`config.mk`:
```
export PLATFORM = sky130hd
export DESIGN_NAME = txsrc_mux_flat
export DESIGN_NICKNAME = d
export VERILOG_FILES = /design/src/rtl/txsrc_mux_if.sv /design/src/rtl/txsrc_mux.sv /design/src/flat_wrapper.sv
export SDC_FILE = /design/constraint.sdc
export NUM_CORES = 1
export LEC_CHECK = 0
export BUFFER_PORTS_ARGS = -buffer_cell sky130_fd_sc_hd__buf_4
export CAP_MARGIN = 20
export CORE_MARGIN = 4
export CORE_UTILIZATION = 53
export DETAILED_ROUTE_END_ITERATION = 7
export GPL_TIMING_DRIVEN = 0
export PLACE_DENSITY = 0.79
export SLEW_MARGIN = 20
export SYNTH_ARGS = -nofsm -noshare
export SYNTH_HDL_FRONTEND = slang
export SYNTH_SLANG_ARGS = --single-unit
```
`constraint.sdc`:
```
create_clock -name clk -period 5.6 [get_ports clk]
set_input_delay 0.56 -clock clk [delete_from_list [all_inputs] [get_ports clk]]
set_output_delay 0.56 -clock clk [all_outputs]
set_load 0.01 [all_outputs]
```
`src/rtl/txsrc_mux_if.sv`:
```
// Bus between the transmit bit-source mux and its sources/sequencer.
// The slave side is the mux; the master side drives starts, selects and source data.
interface txsrc_mux_if #(
    parameter int NSRC = 4,
    parameter int SELW = 2,
    parameter int CNTW = 10
);
    logic            tx_start;
    logic            tx_abort;
    logic [SELW-1:0] src_sel;
    logic            bit_req;
    logic [NSRC-1:0] src_bit;
    logic [NSRC-1:0] src_done;
    logic [NSRC-1:0] src_bitreq;
    logic            tx_bit;
    logic            tx_datadone;
    logic            busy;
    logic            sel_err;
    logic            overrun;
    logic [CNTW-1:0] bit_count;

    modport slave (
        input  tx_start, tx_abort, src_sel, bit_req, src_bit, src_done,
        output src_bitreq, tx_bit, tx_datadone, busy, sel_err, overrun, bit_count
    );

    modport master (
        output tx_start, tx_abort, src_sel, bit_req, src_bit, src_done,
        input  src_bitreq, tx_bit, tx_datadone, busy, sel_err, overrun, bit_count
    );
endinterface

```
`src/rtl/txsrc_mux.sv`:
```
// Routes bit requests and data bits between the sequencer and one of NSRC sources,
// with a per-packet bit counter, MAXBITS overrun guard and select-range checking.
module txsrc_mux #(
    parameter int NSRC    = 4,
    parameter int SELW    = 2,
    parameter int MAXBITS = 512,
    parameter int CNTW    = 10
) (
    input  logic        clk,
    input  logic        reset,
    txsrc_mux_if.slave  bus
);

    typedef enum logic [1:0] {
        ST_IDLE   = 2'd0,
        ST_ACTIVE = 2'd1,
        ST_DONE   = 2'd2
    } state_t;

    localparam logic [SELW:0]   NSRC_W = (SELW+1)'(NSRC);
    localparam logic [CNTW-1:0] MAX_W  = CNTW'(MAXBITS);
    localparam logic [CNTW-1:0] ONE_W  = CNTW'(1);

    state_t          state_q;
    logic [SELW-1:0] sel_l_q;
    logic [CNTW-1:0] bit_count_q;
    logic            tx_bit_q;
    logic            tx_datadone_q;
    logic            busy_q;
    logic            sel_err_q;
    logic            overrun_q;

    logic            sel_ok_s;
    logic            cur_bit_s;
    logic            cur_done_s;
    logic            fwd_s;
    logic [NSRC-1:0] src_bitreq_s;

    // Select the latched source by compare-and-OR so unused codes never index the vectors
    always_comb begin
        cur_bit_s  = 1'b0;
        cur_done_s = 1'b0;
        for (int i = 0; i < NSRC; i++) begin
            cur_bit_s  = cur_bit_s  | (bus.src_bit[i]  & (sel_l_q == SELW'(i)));
            cur_done_s = cur_done_s | (bus.src_done[i] & (sel_l_q == SELW'(i)));
        end
    end

    // Forward decision and one-hot advance strobe, same cycle as bit_req
    always_comb begin
        sel_ok_s = ({1'b0, bus.src_sel} < NSRC_W);
        fwd_s    = (state_q == ST_ACTIVE) & bus.bit_req & ~cur_done_s &
                   (bit_count_q < MAX_W) & ~bus.tx_abort;
        src_bitreq_s = {NSRC{1'b0}};
        for (int i = 0; i < NSRC; i++) begin
            src_bitreq_s[i] = fwd_s & (sel_l_q == SELW'(i));
        end
    end

    // Packet FSM with all status outputs registered; abort overrides everything but reset
    always_ff @(posedge clk or negedge reset) begin
        if (!reset) begin
            state_q       <= ST_IDLE;
            sel_l_q       <= {SELW{1'b0}};
            bit_count_q   <= {CNTW{1'b0}};
            tx_bit_q      <= 1'b0;
            tx_datadone_q <= 1'b0;
            busy_q        <= 1'b0;
            sel_err_q     <= 1'b0;
            overrun_q     <= 1'b0;
        end else if (bus.tx_abort) begin
            state_q       <= ST_IDLE;
            bit_count_q   <= {CNTW{1'b0}};
            tx_datadone_q <= 1'b0;
            busy_q        <= 1'b0;
            sel_err_q     <= 1'b0;
            overrun_q     <= 1'b0;
        end else begin
            case (state_q)
                ST_IDLE, ST_DONE: begin
                    if (bus.tx_start) begin
                        sel_l_q       <= bus.src_sel;
                        bit_count_q   <= {CNTW{1'b0}};
                        tx_bit_q      <= 1'b0;
                        overrun_q     <= 1'b0;
                        sel_err_q     <= ~sel_ok_s;
                        tx_datadone_q <= ~sel_ok_s;
                        busy_q        <= sel_ok_s;
                        state_q       <= sel_ok_s ? ST_ACTIVE : ST_DONE;
                    end
                end
                ST_ACTIVE: begin
                    if (cur_done_s) begin
                        state_q       <= ST_DONE;
                        tx_datadone_q <= 1'b1;
                        busy_q        <= 1'b0;
                    end else if (bus.bit_req && (bit_count_q == MAX_W)) begin
                        state_q       <= ST_DONE;
                        overrun_q     <= 1'b1;
                        tx_datadone_q <= 1'b1;
                        busy_q        <= 1'b0;
                    end else if (fwd_s) begin
                        // Sampled before the source advances on this same edge
                        tx_bit_q    <= cur_bit_s;
                        bit_count_q <= bit_count_q + ONE_W;
                    end
                end
                default: begin
                    state_q       <= ST_IDLE;
                    tx_datadone_q <= 1'b0;
                    busy_q        <= 1'b0;
                end
            endcase
        end
    end

    assign bus.src_bitreq  = src_bitreq_s;
    assign bus.tx_bit      = tx_bit_q;
    assign bus.tx_datadone = tx_datadone_q;
    assign bus.busy        = busy_q;
    assign bus.sel_err     = sel_err_q;
    assign bus.overrun     = overrun_q;
    assign bus.bit_count   = bit_count_q;

endmodule

```
`src/flat_wrapper.sv`:
```
// flat-port wrapper written by rule: the top's interface ports become plain ports
module txsrc_mux_flat 
#(
    parameter int NSRC    = 4,
    parameter int SELW    = 2,
    parameter int MAXBITS = 512,
    parameter int CNTW    = 10
)
  (clk, reset, bus_tx_start, bus_tx_abort, bus_src_sel, bus_bit_req, bus_src_bit, bus_src_done, bus_src_bitreq, bus_tx_bit, bus_tx_datadone, bus_busy, bus_sel_err, bus_overrun, bus_bit_count);
  txsrc_mux_if #(.NSRC(NSRC), .SELW(SELW), .CNTW(CNTW)) bus_i ();
  input  logic clk;
  input  logic reset;
  input wire logic [$bits(bus_i.tx_start)-1:0] bus_tx_start;
  input wire logic [$bits(bus_i.tx_abort)-1:0] bus_tx_abort;
  input wire logic [$bits(bus_i.src_sel)-1:0] bus_src_sel;
  input wire logic [$bits(bus_i.bit_req)-1:0] bus_bit_req;
  input wire logic [$bits(bus_i.src_bit)-1:0] bus_src_bit;
  input wire logic [$bits(bus_i.src_done)-1:0] bus_src_done;
  output wire logic [$bits(bus_i.src_bitreq)-1:0] bus_src_bitreq;
  output wire logic [$bits(bus_i.tx_bit)-1:0] bus_tx_bit;
  output wire logic [$bits(bus_i.tx_datadone)-1:0] bus_tx_datadone;
  output wire logic [$bits(bus_i.busy)-1:0] bus_busy;
  output wire logic [$bits(bus_i.sel_err)-1:0] bus_sel_err;
  output wire logic [$bits(bus_i.overrun)-1:0] bus_overrun;
  output wire logic [$bits(bus_i.bit_count)-1:0] bus_bit_count;
  assign bus_i.tx_start = bus_tx_start;
  assign bus_i.tx_abort = bus_tx_abort;
  assign bus_i.src_sel = bus_src_sel;
  assign bus_i.bit_req = bus_bit_req;
  assign bus_i.src_bit = bus_src_bit;
  assign bus_i.src_done = bus_src_done;
  assign bus_src_bitreq = bus_i.src_bitreq;
  assign bus_tx_bit = bus_i.tx_bit;
  assign bus_tx_datadone = bus_i.tx_datadone;
  assign bus_busy = bus_i.busy;
  assign bus_sel_err = bus_i.sel_err;
  assign bus_overrun = bus_i.overrun;
  assign bus_bit_count = bus_i.bit_count;
  txsrc_mux #(.NSRC(NSRC), .SELW(SELW), .MAXBITS(MAXBITS), .CNTW(CNTW)) u_core (.clk(clk), .reset(reset), .bus(bus_i));
endmodule
```
== Yosys cells after proc, flatten, opt, wreduce, memory -nomap -nowiden ==
Cells that the tools add are included.
Storage, ports and cells
  output and inout port bits: 19
  bits in registers: 19
  word-level logic and storage cells: 94
  input bits: 15
  memories kept: 0
  bits in read-only memories: 0
  latch bits: 0
  memory bits (writable): 0
Cells by class
  bitwise operators: 24
  multipliers: 0
  mux-type cells: 30
  reductions and logical operators: 14
  equal/unequal tests: 16
  order comparisons: 1
  add/subtract/negate cells: 1
  div/mod/pow operators: 0
  shift-type cells: 0
Operators with widths (count)
  $mux W10: 5
  $pmux W10 S2: 1
  $and A1 B1 Y1: 16
  $mux W1: 15
  $ne A3 B3 Y1 const B: 4
  $add A10 B1 Y10 const B: 1
  $eq A10 B10 Y1 const B: 1
  $lt A10 B10 Y1 const B: 1
  $mux W2: 4
  $pmux W1 S2: 4
  $eq A2 B2 Y1 const B: 3
  $ne A2 B2 Y1 const B: 3
  $or A1 B1 Y1: 6
  $reduce_and A6 Y1: 1
  $reduce_bool A2 Y1: 3
  $reduce_and A5 Y1: 1
  $eq A2 B1 Y1 const B: 2
  $logic_not A2 Y1: 2
  $ne A4 B3 Y1 const B: 1
  $pmux W2 S2: 1
  $reduce_and A2 Y1: 2
  $reduce_and A4 Y1: 1
  $ne A3 B2 Y1 const B: 1
  $reduce_and A3 Y1: 1
  other kinds (5): 6

== Logic depth before layout (Yosys ltp) ==
  depth after elaboration: 14
  mapped depth: 6

== Least setup slack after synthesis ==
No wires, ideal clock.
  kind: input-to-output
  from: input port bus_src_done[2]
  to: output port bus_src_bitreq[1]
  stages: 5
  arrival time: 1.477 ns
  path slack: 3.563 ns
  cell sequence: mux2_4 > o22ai_1 > buf_2 > nand3_1 > nor2_1
On the way
  cells in the longest elaborated chain, start to end: 8
Ends and longest elaborated chain
  from (decl): RTL line flat_wrapper.sv:18  | input wire logic [$bits(bus_i.src_done)-1:0] bus_src_done;
  $and A1 B1 Y1: RTL line txsrc_mux.sv:45  | cur_done_s = cur_done_s | (bus.src_done[i] & (sel_l_q == SELW'(i)));
  $or A1 B1 Y1 (2 in a row): RTL line txsrc_mux.sv:45
  $not A1 Y1: RTL line txsrc_mux.sv:52  | fwd_s = (state_q == ST_ACTIVE) & bus.bit_req & ~cur_done_s &
  $and A1 B1 Y1 (2 in a row): RTL line txsrc_mux.sv:52
  $and A1 B1 Y1: RTL line txsrc_mux.sv:53  | (bit_count_q < MAX_W) & ~bus.tx_abort;
  $and A1 B1 Y1: RTL line txsrc_mux.sv:56  | src_bitreq_s[i] = fwd_s & (sel_l_q == SELW'(i));
  to (decl): RTL line flat_wrapper.sv:19  | output wire logic [$bits(bus_i.src_bitreq)-1:0] bus_src_bitreq;
Every way passes these cells.

== Worst setup path after layout ==
  from: register u_core.sel_l_q[1]
  to: output port bus_src_bitreq[1]
On the way
  cells in the longest elaborated chain, start to end: 10
  elaborated cells between the ends (all ways): 16
  classes of those cells: eq/ne: 3; bitwise: 12; reduce/logical: 1
Ends and longest elaborated chain
  from (decl): RTL line txsrc_mux.sv:25  | logic [SELW-1:0] sel_l_q;
  from (signal assigned): RTL line txsrc_mux.sv:64  | sel_l_q <= {SELW{1'b0}};
  from (signal assigned): RTL line txsrc_mux.sv:82  | sel_l_q <= bus.src_sel;
  $eq A2 B1 Y1 / $logic_not A2 Y1 (equally long branches): RTL line txsrc_mux.sv:45, txsrc_mux.sv:56
  $and A1 B1 Y1: RTL line txsrc_mux.sv:45
  $or A1 B1 Y1 (3 in a row): RTL line txsrc_mux.sv:45
  $not A1 Y1: RTL line txsrc_mux.sv:52
  $and A1 B1 Y1 (2 in a row): RTL line txsrc_mux.sv:52
  $and A1 B1 Y1: RTL line txsrc_mux.sv:53
  $and A1 B1 Y1 (*): RTL line txsrc_mux.sv:56
Mark *: on every way between the ends. The rest lies on a longest branch, timed or not.

==> impl_metrics.csv <==
group,metric,value,unit
outcome,status,"finished clean",
sta,fin_crit_sh,0.454,
sta,fin_tns_setup,0,ns
critical_path,arrival,1.98,ns
sta,hold_viol,0,
global_route,grt_pass1_vias,950,
drt,vias,987,
power,seqPwrFrac,0.468,
floorplan,core,0.00176,mm2
power,power_density,206,mW/mm2
floorplan,die_h,51.8,um
global_route,top_usage_layer,"met2",
drt,drc,0,
drt,drtAntennaViolNets,0,
floorplan,die_w,51.8,um
finish,num_antenna_cells,0,
drt,wire_per_inst,15.7,um
floorplan,io_pins,34,
critical_path,cp-start-kind,"flop",
critical_path,cpMaxStageDelayCell,"dfrtp_1",
critical_path,cp_top_family,"simple AND/OR/NAND/NOR gates",
global_route,use_met3,0.0401,
synthesis,synth-edff-count,0,
critical_path,required,5.04,ns
sta,drv_slew,0,
finish,drive_gt1_frac,0.336,
synthesis,synth-seq-cells,16,
global_route,track_usage,0.216,
placement,routabilityCongestion,0.876,
global_route,grt_antenna_before_repair,0,
global_route,grt_max_degree,17,
clock_tree,cts_max_level,1,
worst_hold_path,hold_class,"input pin to asynchronous set/reset pin",
clock_tree,cts.clk_slew.worst_paths,0.10,ns
synthesis,synth.largest_area_cell,"dfrtp_1",
synthesis,yosysSeqAreaShare,0.394,
placement,place_ws,3.27,ns
synthesis,netlist.area_leader.share,0.394,
sta,skew,0.000836,ns
synthesis,ys.flop_type,"dfrtp_1",
floorplan,start_util,0.577,
sta,rsz0062_at_grt,"false",
global_route,overflow,0,
power,p_sw_frac,0.286,
synthesis,ys_top_cells_by_area,"dfrtp_1 39%, mux2i_1 3.9%, nor2_1 3.3%, mux2_2 3.3%, a21oi_1 3.0%",
critical_path,crit_path_max_incr_delay,0.46,ns
power,p_int,0.195,mW
synthesis,synthSimpleGateAreaFrac,0.282,
critical_path,path_max_fanout,10,
clock_tree,holdBufCountCts,0,
clock_tree,numCtsBuffers,3,
drt,first_pass_iters,4,
global_route,grt_use_met1,0.279,
drt,drt-initial-drc-count,32,
sta,fmax,393,MHz
power,p_leak,0.618,nW
synthesis,mappedNetlistArea,0.00102,mm2
synthesis,synth_fa_ha_area_frac,0.0246,
synthesis,synth_xor_area_frac,0,
synthesis,synthDistinctLibCells,39,
clock_tree,cts_num_sinks,16,
finish,nets,161,
sta,setup_violations,0,
synthesis,muxShareOfSynthArea,0.128,
clock_tree,cts_tree,"built",
synthesis,postSynthAreaPerCell,9.51,um2
power,ir_drop,0.158,mV
power,pwr-share-comb,0.236,
critical_path,endpoint_kind,"output pin",
floorplan,die_area,0.00268,mm2
clock_tree,clk_latency,0.29,ns
synthesis,synthArstFlopShare,1.00,
sta,layout_min_cycle_time,2.54,ns
global_route,grt_use_met2,0.367,
global_route,grt_pass1_wl,4.31,mm
synthesis,ys_warn_count,0,
synthesis,synthCells,107,
drt,drt_wl_total,2.65,mm
sta,finalWorstSetupSlack,3.06,ns
critical_path,critical_path_class,"flop to output pin",
placement,numPortBuffers,32,
synthesis,ys_top_cells_by_count,"16 x dfrtp_1, 9 x nor2_1, 6 x a21oi_1, 6 x nand2_1, 5 x o21ai_0",
clock_tree,clock_path_buffers,2,
critical_path,worstPathBufferInverterCount,2,
clock_tree,cts_setup_buffers,0,
finish,area_growth_syn_to_layout,30.3,%
floorplan,row_count,15,
run,drv_cap,0,
critical_path,path_cells,"or3b_1, o22ai_1, buf_2, nand3_1, nor2_1, buf_4",
synthesis,synthesis.nets,124,
clock_tree,ctsRootBufferMaster,"clkbuf_4",
synthesis,synth_most_common_cell,"dfrtp_1",
synthesis,synth_top_family_by_area,"simple AND/OR/NAND/NOR gates",
power,p_switching,0.0779,mW
clock_tree,cts_resized,0,
synthesis,synth_compound_area_frac,0.116,
drt,viasPerCell,5.88,
placement,hpwl,1.95,mm
power,clkPwrFrac,0.296,
## worst paths after layout
path | slack (ns) | start | cells after the start | endpoint
max | 3.06 | u_core.sel_l_q[1]$_DFFE_PN0P_ | 6 | bus_src_bitreq[1]
min | 0.10 | reset | 1 | u_core.bus.bit_count[5]$_DFFE_PN0P_
max reg2reg | 3.69 | u_core.sel_l_q[1]$_DFFE_PN0P_ | 5 | u_core.bus.bit_count[5]$_DFFE_PN0P_
min reg2reg | 0.52 | u_core.bus.overrun$_DFFE_PN0P_ | 1 | u_core.bus.overrun$_DFFE_PN0P_
max in group asynchronous | 5.31 | reset | 1 | u_core.state_q[1]$_DFFE_PN0P_
min in group clk | 0.49 | bus_src_sel[1] | 2 | u_core.sel_l_q[1]$_DFFE_PN0P_
## area by class of cell
type / count / area [um2]
inverters: 4 / 15.0
multi-input cells: 82 / 563
clock buffers: 4 / 36.3
repair buffers: 32 / 240
fillers: 141 / 439
plain buffers: 5 / 38.8
flip-flops and latches: 16 / 400
well taps: 25 / 31.3
## flip-flops by register name, indices dropped and copies added, names as in the netlist
signal / cells
u_core.bus.busy: 1
u_core.bus.tx_bit: 1
u_core.bus.bit_count: 10
u_core.state_q: 1
u_core.bus.overrun: 1
u_core.sel_l_q: 2
## power groups by stage
stage / logic (mW) / clock network [mW] / registers [mW]
floorplan: 0.0395 / 0 / 0.130
global placement: 0.0624 / 0 / 0.129
detailed placement: 0.0640 / 0 / 0.130
CTS: 0.0644 / 0.0816 / 0.128
global route: 0.0697 / 0.0856 / 0.129
finish: 0.0644 / 0.0807 / 0.128
## cell families (layout without fill, tap and decap cells)
kind of cell / after synthesis / in the layout
multiplexers: 10 / 10
flip-flops: 16 / 16
AO/OA/AOI/OAI: 19 / 19
other: 1 / 1
adder cells (fa/ha/maj): 2 / 2
AND/OR/NAND/NOR: 50 / 50
buffers and inverters: 9 / 45
## per-stage QoR
step | hold slack [ns] | area, um2 | util | instances | total power [mW]
6_report | 0.105 | 1330 | 0.751 | 168 | 0.273
4_1_cts | 0.105 | 1330 | 0.751 | 168 | 0.274
3_3_place_gp | 0.431 | 1290 | 0.730 | 164 | 0.192
2_1_floorplan | 0.264 | 1020 | - | 107 | 0.169
3_5_place_dp | 0.433 | 1290 | 0.730 | 164 | 0.194
5_1_grt | 0.111 | 1330 | 0.751 | 168 | 0.284
## routing by layer
layer / wire (um) / vias to the layer above
met2: 1350 / 38
met3: 161 / 2
li1: - / 466
met5: 0 / -
met1: 1120 / 481
met4: 13 / 0
## cells in the final DEF (no fill, tap or decap), types with 2 or more instances in the layout
master | synthesis | routed
a21oi_1 | 6 | 6
buf_4 | 1 | 33
buf_6 | 2 | 2
clkbuf_4 | 0 | 3
dfrtp_1 | 16 | 16
ha_1 | 2 | 2
inv_1 | 4 | 4
mux2_2 | 3 | 3
mux2_4 | 2 | 2
mux2i_1 | 4 | 4
nand2_1 | 6 | 6
nand2b_1 | 4 | 4
nand3_1 | 4 | 4
nand3b_1 | 2 | 2
nand4_1 | 3 | 3
nor2_1 | 9 | 9
nor2b_1 | 3 | 3
nor4_1 | 4 | 4
o21ai_0 | 5 | 5
o31ai_1 | 2 | 2
or2_2 | 2 | 2
or3_1 | 4 | 4
or4_1 | 2 | 2
No activity file was read; power rests on OpenSTA's default activity.
